`src/rtl/token_ring_pkg.sv`:
```
// Shared constants, occupancy typedef and popcount helper for the token ring.
package token_ring_pkg;

   localparam int unsigned STAGES_DEF = 14;
   localparam int unsigned POP_MAX    = 64;

   typedef logic [STAGES_DEF-1:0] occ_t;

   localparam occ_t INIT_OCC_DEF = 14'b00000000000101;

   function automatic int unsigned popcount(input logic [POP_MAX-1:0] v);
      int unsigned n = 0;
      for (int unsigned i = 0; i < POP_MAX; i++) begin
         if (v[i]) n++;
      end
      return n;
   endfunction

endpackage

```
`src/rtl/token_ring_if.sv`:
```
// Control/status bundle between board I/O, the token ring and the display logic.
interface token_ring_if
   import token_ring_pkg::*;
#(
   parameter int unsigned STAGES = STAGES_DEF,
   parameter int unsigned DIV_W  = 24,
   parameter int unsigned CNT_W  = $clog2(STAGES + 1)
) ();

   logic             run;
   logic             step;
   logic             inject;
   logic             remove;
   logic [DIV_W-1:0] div;
   logic [STAGES-1:0] occ;
   logic [CNT_W-1:0] tokens;
   logic             tick_o;
   logic             inject_busy;
   logic             remove_busy;
   logic             deadlock;
   logic             empty;

   modport master (
      output run, step, inject, remove, div,
      input  occ, tokens, tick_o, inject_busy, remove_busy, deadlock, empty
   );

   modport slave (
      input  run, step, inject, remove, div,
      output occ, tokens, tick_o, inject_busy, remove_busy, deadlock, empty
   );

endinterface

```
`src/rtl/token_ring_tick_gen.sv`:
```
// Advance strobe: free-running divider or single-step edge detector, plus registered copy.
module tick_gen #(
   parameter int unsigned DIV_W = 24
) (
   input  logic             clk,
   input  logic             rst_n,
   input  logic             run,
   input  logic             step,
   input  logic [DIV_W-1:0] div,
   output logic             tick,
   output logic             tick_o
);

   logic [DIV_W-1:0] cnt;
   logic             stepPrev;

   always_comb begin
      tick = run ? (cnt == div) : (step & ~stepPrev);
   end

   // step is sampled during reset as well, so a level held across reset is never seen as an edge
   always_ff @(posedge clk) begin
      if (!rst_n) begin
         cnt      <= '0;
         stepPrev <= step;
         tick_o   <= 1'b0;
      end else begin
         stepPrev <= step;
         tick_o   <= tick;
         if (!run || tick) cnt <= '0;
         else              cnt <= cnt + DIV_W'(1);
      end
   end

endmodule

```
`src/rtl/token_ring.sv`:
```
// Clocked token ring: bubble-rule advance, pending inject at stage 0, pending remove at the last stage.
module token_ring
   import token_ring_pkg::*;
#(
   parameter int unsigned       STAGES   = STAGES_DEF,
   parameter logic [STAGES-1:0] INIT_OCC = STAGES'(INIT_OCC_DEF),
   parameter int unsigned       DIV_W    = 24,
   parameter int unsigned       CNT_W    = $clog2(STAGES + 1)
) (
   input logic         clk,
   input logic         rst_n,
   token_ring_if.slave ring
);

   localparam logic [CNT_W-1:0] INIT_CNT = CNT_W'(popcount(64'(INIT_OCC)));

   logic              tick;
   logic [STAGES-1:0] occQ, occNext, mv, mvIn;
   logic [CNT_W-1:0]  tokensQ, tokensNext;
   logic              injBusy, remBusy;
   logic              removing, entering, accept;

   tick_gen #(.DIV_W(DIV_W)) uTickGen (
      .clk    (clk),
      .rst_n  (rst_n),
      .run    (ring.run),
      .step   (ring.step),
      .div    (ring.div),
      .tick   (tick),
      .tick_o (ring.tick_o)
   );

   // The leaving token is deleted instead of wrapping, so it neither fills stage 0 nor blocks an inject.
   always_comb begin
      mv = '0;
      for (int unsigned i = 0; i < STAGES; i++) begin
         mv[i] = occQ[i] & ~occQ[(i + 1) % STAGES];
      end
      removing = tick & remBusy & occQ[STAGES-1];
      entering = occQ[STAGES-1] & ~removing;
      accept   = tick & injBusy & ~occQ[0] & ~entering;
      mvIn     = mv;
      if (removing) mvIn[STAGES-1] = 1'b0;

      occNext = occQ;
      if (tick) begin
         for (int unsigned i = 0; i < STAGES; i++) begin
            occNext[i] = (occQ[i] & ~mv[i]) | mvIn[(i + STAGES - 1) % STAGES];
         end
         if (removing) occNext[STAGES-1] = 1'b0;
         if (accept)   occNext[0]        = 1'b1;
      end

      tokensNext = tokensQ;
      if (accept && !removing)      tokensNext = tokensQ + CNT_W'(1);
      else if (removing && !accept) tokensNext = tokensQ - CNT_W'(1);
   end

   always_ff @(posedge clk) begin
      if (!rst_n) begin
         occQ    <= INIT_OCC;
         tokensQ <= INIT_CNT;
         injBusy <= 1'b0;
         remBusy <= 1'b0;
      end else begin
         occQ    <= occNext;
         tokensQ <= tokensNext;
         injBusy <= injBusy ? ~accept   : ring.inject;
         remBusy <= remBusy ? ~removing : ring.remove;
      end
   end

   assign ring.occ         = occQ;
   assign ring.tokens      = tokensQ;
   assign ring.inject_busy = injBusy;
   assign ring.remove_busy = remBusy;
   assign ring.deadlock    = &occQ;
   assign ring.empty       = ~|occQ;

   tokenCountMatchesOcc: assert property (
      @(posedge clk) disable iff (!rst_n) tokensQ == CNT_W'(popcount(64'(occQ)))
   );

endmodule
```
`src/flat_wrapper.sv`:
```
// flat-port wrapper written by rule: the top's interface ports become plain ports
module token_ring_flat import token_ring_pkg::*;
#(
   parameter int unsigned       STAGES   = STAGES_DEF,
   parameter logic [STAGES-1:0] INIT_OCC = STAGES'(INIT_OCC_DEF),
   parameter int unsigned       DIV_W    = 24,
   parameter int unsigned       CNT_W    = $clog2(STAGES + 1)
)
  (clk, rst_n, ring_run, ring_step, ring_inject, ring_remove, ring_div, ring_occ, ring_tokens, ring_tick_o, ring_inject_busy, ring_remove_busy, ring_deadlock, ring_empty);
  token_ring_if #(.STAGES(STAGES), .DIV_W(DIV_W), .CNT_W(CNT_W)) ring_i ();
  input logic clk;
  input logic rst_n;
  input wire logic [$bits(ring_i.run)-1:0] ring_run;
  input wire logic [$bits(ring_i.step)-1:0] ring_step;
  input wire logic [$bits(ring_i.inject)-1:0] ring_inject;
  input wire logic [$bits(ring_i.remove)-1:0] ring_remove;
  input wire logic [$bits(ring_i.div)-1:0] ring_div;
  output wire logic [$bits(ring_i.occ)-1:0] ring_occ;
  output wire logic [$bits(ring_i.tokens)-1:0] ring_tokens;
  output wire logic [$bits(ring_i.tick_o)-1:0] ring_tick_o;
  output wire logic [$bits(ring_i.inject_busy)-1:0] ring_inject_busy;
  output wire logic [$bits(ring_i.remove_busy)-1:0] ring_remove_busy;
  output wire logic [$bits(ring_i.deadlock)-1:0] ring_deadlock;
  output wire logic [$bits(ring_i.empty)-1:0] ring_empty;
  assign ring_i.run = ring_run;
  assign ring_i.step = ring_step;
  assign ring_i.inject = ring_inject;
  assign ring_i.remove = ring_remove;
  assign ring_i.div = ring_div;
  assign ring_occ = ring_i.occ;
  assign ring_tokens = ring_i.tokens;
  assign ring_tick_o = ring_i.tick_o;
  assign ring_inject_busy = ring_i.inject_busy;
  assign ring_remove_busy = ring_i.remove_busy;
  assign ring_deadlock = ring_i.deadlock;
  assign ring_empty = ring_i.empty;
  token_ring #(.STAGES(STAGES), .INIT_OCC(INIT_OCC), .DIV_W(DIV_W), .CNT_W(CNT_W)) u_core (.clk(clk), .rst_n(rst_n), .ring(ring_i));
endmodule
```
`config.mk`:
```
export PLATFORM = sky130hd
export DESIGN_NAME = token_ring_flat
export DESIGN_NICKNAME = d
export VERILOG_FILES = /design/src/rtl/token_ring_pkg.sv /design/src/rtl/token_ring_if.sv /design/src/rtl/token_ring_tick_gen.sv /design/src/rtl/token_ring.sv /design/src/flat_wrapper.sv
export SDC_FILE = /design/constraint.sdc
export NUM_CORES = 1
export LEC_CHECK = 0
export ABC_AREA = 1
export ABC_CLOCK_PERIOD_IN_PS = 3500
export CAP_MARGIN = 25
export CORE_UTILIZATION = 63
export DETAILED_ROUTE_END_ITERATION = 10
export DONT_BUFFER_PORTS = 1
export GPL_TIMING_DRIVEN = 1
export PLACE_DENSITY_LB_ADDON = 0.3
export SETUP_SLACK_MARGIN = 0.5
export SLEW_MARGIN = 20
export SYNTH_ARGS = -nofsm -noshare
export SYNTH_HDL_FRONTEND = slang
export SYNTH_SLANG_ARGS = --single-unit
```
`constraint.sdc`:
```
create_clock -name clk -period 3.5 [get_ports clk]
set_input_delay 0.7 -clock clk [delete_from_list [all_inputs] [get_ports clk]]
set_output_delay 0.7 -clock clk [all_outputs]
set_load 0.05 [all_outputs]
```
# Yosys cells after proc, flatten, opt, wreduce, memory -nomap -nowiden
# Cells that the tools add are included.
# totals
n_memories	0
romBits	0
latch_bits	0
mem_bits_rw	0
wordCells	112
in_bits	30
regBits	46
# op_classes
n_mul	0
bitwise_logic	82
n_shift	0
n_addsub	3
n_lt_le_gt_ge	0
n_eq_ne	1
mux	8
reduce_logical	11
n_div	0
# op_table
cell	count
$and 1x1->1	35
$not 1->1	33
$add 24x1->24 const B	1
$eq 24x24->1	1
$or 1x1->1	14
$reduce_and 14->1	1
$reduce_or 14->1	1
$mux 4	2
$mux 1	6
$add 4x1->4 const B	1
$logic_not 1->1	4
$sub 4x1->4 const B	1
$logic_and 1x1->1	2
$reduce_bool 2->1	1
$reduce_or 2->1	1
$logic_or 1x1->1	1

# Depth between registers and ports, before layout
# depth
word_depth	13
mapped_depth	19
depth_no_buf	18

# Cells and area by module
# A second synthesis with hierarchy kept.
# unflattened
hier_cells	387
hier_area_um2	2653.8
# by_module_without_submodules
module	n_inst	cells_per_inst	seq_area_each_um2	area_per_inst_um2
tick_gen	1	261	520.5	1666.6
token_ring	1	126	400.4	987.2

# Least setup slack after synthesis
# Ideal clock, no wire load.
# synth_timing
path_type	register to output
start	register u_core.occQ[11] (netlist: u_core.ring.occ[11])
end	output port ring_deadlock
path_stages_with_launch	5
arrival_ns	2.402
t_required_ns	2.800
slack_ns	0.398
cell_sequence	dfxtp_1 -> nand2_1 -> inv_1 -> nand2_1 -> nor4_1
# synth_between
elab_chain_cells	1
# synth_rtl
element	line_no	source
start: declaration	token_ring.sv:18	logic [STAGES-1:0] occQ, occNext, mv, mvIn;
start signal: assignment	token_ring.sv:66	occQ <= occNext;
$reduce_and 14->1	token_ring.sv:77	assign ring.deadlock = &occQ;
end: declaration	flat_wrapper.sv:23	output wire logic [$bits(ring_i.deadlock)-1:0] ring_deadlock;
# No other way between the ends.

# Final worst setup path
# layout_timing
start	register u_core.uTickGen.cnt[16]
end	register u_core.tokensQ[3] (netlist: u_core.ring.tokens[3])
# layout_between
elab_chain_cells	11
# layout_rtl
element	line_no	source
start: declaration	token_ring_tick_gen.sv:14	logic [DIV_W-1:0] cnt;
start signal: assignment	token_ring_tick_gen.sv:31	else cnt <= cnt + DIV_W'(1);
$eq 24x24->1 *	token_ring_tick_gen.sv:18	tick = run ? (cnt == div) : (step & ~stepPrev);
$mux 1 *	token_ring_tick_gen.sv:18	
$and 1x1->1 (2 in series)	token_ring.sv:39	removing = tick & remBusy & occQ[STAGES-1];
$not 1->1	token_ring.sv:40	entering = occQ[STAGES-1] & ~removing;
$and 1x1->1	token_ring.sv:40	
$not 1->1	token_ring.sv:41	accept = tick & injBusy & ~occQ[0] & ~entering;
$and 1x1->1	token_ring.sv:41	
$logic_not 1->1	token_ring.sv:56	else if (removing && !accept) tokensNext = tokensQ - CNT_W'(1);
$logic_and 1x1->1	token_ring.sv:56	
$reduce_bool 2->1 (no source line)	--	
end signal: assignment	token_ring.sv:67	tokensQ <= tokensNext;
end: declaration	token_ring.sv:19	logic [CNT_W-1:0] tokensQ, tokensNext;
# Mark *: on every way between the ends. The rest lies on a longest branch, timed or not.
# A chain may end at the register's enable or synchronous reset.

==> flow_metrics.tcl <==
set metrics [dict create \
    worst_slew_pin_slew_ns 0.674 \
    dp_hpwl_um 4480 \
    synth_seq_cells 46 \
    synthArstFlopShare 0 \
    final_antenna_net_count 0 \
    cap_violations 0 \
    crit_fanout 6 \
    critical_path_arrival_ns 3.06 \
    endpoint "u_core.ring.tokens[3]" \
    synth_edf_count 0 \
    min_period_ns 2.83 \
    regToRegEndpoint "u_core.ring.tokens[3]" \
    max_freq_mhz 353 \
    initial_core_util 0.655 \
    grt_pass1_wl_um 10000 \
    ys_seq_area_frac 0.325 \
    grtUsageTotal 0.253 \
    finalSetupTns_ns 0 \
    mostFrequentLayoutCell "nand2_1" \
    period_share 0.810 \
    num_antenna_cells 0 \
    cts_max_level 2 \
    cts_tree "built" \
    fin_worst_skew_ns 0.00431 \
    wl_per_cell_um 11.7 \
    cts_hold_buf 0 \
    totalWireLength_um 5950 \
    crit_slowest_cell "dfxtp_1" \
    hold_viol 0 \
    cts_root_buf "clkbuf_8" \
    r2r_start "u_core.uTickGen.cnt[16]" \
    drt_iter0_drc 121 \
    finalSetupViolCount 0 \
    rrSetupSlack_ns 0.67 \
    cpMostUsedCell "nand2_1" \
    r2r_cells 18 \
    antenna_found_initial 0 \
    slew_violations 0 \
    path_cells "inv_1, nand2_1, nand2_1, nor2_1, nand2_1, nor2_2, nand3_2, nand2_4, nand3b_1, inv_1, ha_1, inv_1, ha_1, and3_1, a211oi_1, xor2_1, nand2_1, a21oi_1" \
    ys_types 35 \
    syn_to_final_growth_pct 5.26 \
    numCtsBuffers 5 \
    core-area_um2 4320 \
    path_clk_slew_ns 0.08 \
    row_count 24 \
    crit_start "u_core.uTickGen.cnt[16]" \
    overflow 0 \
    end_kind "flip-flop" \
    clock_path_buffers 2 \
    crit_type "reg -> reg" \
    synth_area_um2 2830 \
    p_leak_nw 1.41 \
    fin_util 0.690 \
    p_per_area_nw_per_um2 355 \
    remaining_drc_errors 0 \
    die_area_um2 4770 \
    synth_top_flop_cell "dfxtp_1" \
    final_cell_mix "nand2_1, inv_1, nor2_1" \
    vias_per_cell 5.24 \
    gp_congestion 0.857 \
    ir_drop_v 0.000275 \
    layout.nets 490 \
    boundaryPins 53 \
    start_kind "flip-flop" \
    syn_nets 485 \
    num_vias 2656 \
    run_status "finished, final reports clean" \
    drive_gt1_frac 0.0967 \
    die_x_um 69.1 \
    required_ns 3.72 \
    synthCells 450 \
    die_y_um 69.1 \
    slew_headroom 0.550 \
    clk_latency_ns 0.29 \
    syn_area_per_cell_um2 6.29 \
    slowest_delay_ns 0.42 \
    place.port_buffers 0 \
    clock_sinks 46 \
    yosysWarnings 0 \
    drtPass1Iterations 4 \
    first_global_vias 2419 \
    hp-class "in -> reg" \
    grt_max_degree 25 \
    grt_setup_unrepaired "false" \
]
## sequential cells by signal, indices dropped and copies added (netlist names)
signal / cells
u_core.uTickGen.stepPrev: 1
u_core.uTickGen.tick_o: 1
u_core.ring.tokens: 4
u_core.ring.inject_busy: 1
u_core.uTickGen.cnt: 24
u_core.ring.occ: 14
u_core.ring.remove_busy: 1
## worst max-delay path, delay by kind of cell (launching register included)
family | cells | cell delay (ns)
AOI/OAI and AO/OA | 2 | 0.34
xor gates and xnor gates | 1 | 0.18
and+or+nand+nor | 10 | 1.03
adders and majority gates | 2 | 0.50
DFF | 1 | 0.42
buffers and inverters | 3 | 0.29
## area by class of cell
| type | count | area, µm² |
|---|---|---|
| Sequential cell | 46 | 933 |
| Tap cell | 52 | 65.1 |
| Clock inverter | 2 | 10.0 |
| Multi-Input combinational cell | 321 | 1570 |
| Inverter | 74 | 278 |
| Fill cell | 406 | 1340 |
| Clock buffer | 5 | 68.8 |
| Timing Repair Buffer | 7 | 52.6 |
## metrics by stage
stage | instance area, µm² | hold WS [ns] | setup WS (ns) | total power [mW] | std cells
after floorplan | 2840 | 0.451 | 0.522 | 0.740 | 450
after global placement | 2890 | 0.463 | 0.510 | 0.760 | 500
after detailed placement | 2890 | 0.473 | 0.335 | 0.764 | 500
after CTS | 2970 | 0.414 | 0.581 | 1.07 | 507
after global routing | 2980 | 0.404 | 0.500 | 1.11 | 507
final | 2980 | 0.428 | 0.666 | 1.06 | 507
## cells by family after synthesis
logic type,share of synthesized area
adders and majority gates,0.0247
xor gates and xnor gates,0.0464
and+or+nand+nor,0.414
AOI/OAI and AO/OA,0.0645
DFF,0.325
buffers and inverters,0.125
## where the power goes
| part | internal, mW | switching, mW | leakage (nW) | total [mW] |
|---|---|---|---|---|
| Sequential | 0.541 | 0.0774 | 0.379 | 0.619 |
| Clock | 0.134 | 0.171 | 0.0438 | 0.305 |
| Combinational | 0.0517 | 0.0833 | 0.989 | 0.135 |
## repair_timing
action                                  4_1_cts  5_1_grt
resized for setup                             1       10
endpoints found under the hold margin         0        0
buffers inserted                              0        0
endpoints found under the setup margin        1        1
## worst min path at each step
| stage | to | startpoint | slack (ns) | depth (start not counted) |
|---|---|---|---|---|
| finish | u_core.uTickGen.stepPrev | ring_step | 0.43 | 0 |
| global route | u_core.uTickGen.stepPrev | ring_step | 0.40 | 0 |
| CTS | u_core.uTickGen.stepPrev | ring_step | 0.41 | 0 |
| detailed placement | u_core.uTickGen.cnt[23] | u_core.uTickGen.cnt[23] | 0.47 | 2 |
| global placement | u_core.uTickGen.cnt[23] | u_core.uTickGen.cnt[23] | 0.46 | 2 |
| floorplan | u_core.uTickGen.cnt[23] | u_core.uTickGen.cnt[23] | 0.45 | 2 |
## synth_stat cells, drive strengths merged (2+ instances only)
master	instances	area, µm²
nor2	73	304
inv	73	274
o21ai	9	48.8
o21bai	2	15.0
nor3	10	50.1
nand3b	2	15.0
nor4	3	18.8
xor2	14	123
buf	9	77.6
dfxtp	46	921
nand2	139	552
nand4	9	56.3
ha	4	50.1
a21oi	18	90.1
nand3	28	150
or2	2	12.5
## metal layers
| layer | vias up | wire length [µm] | GRT usage |
|---|---|---|---|
| li1 | 1391 | - | - |
| met1 | 1180 | 2410 | 0.281 |
| met2 | 79 | 3100 | 0.471 |
| met3 | 6 | 404 | 0.0687 |
| met4 | 0 | 42 | 0.0612 |
| met5 | - | 0 | 0 |
Power figures use the tool's default switching activity.
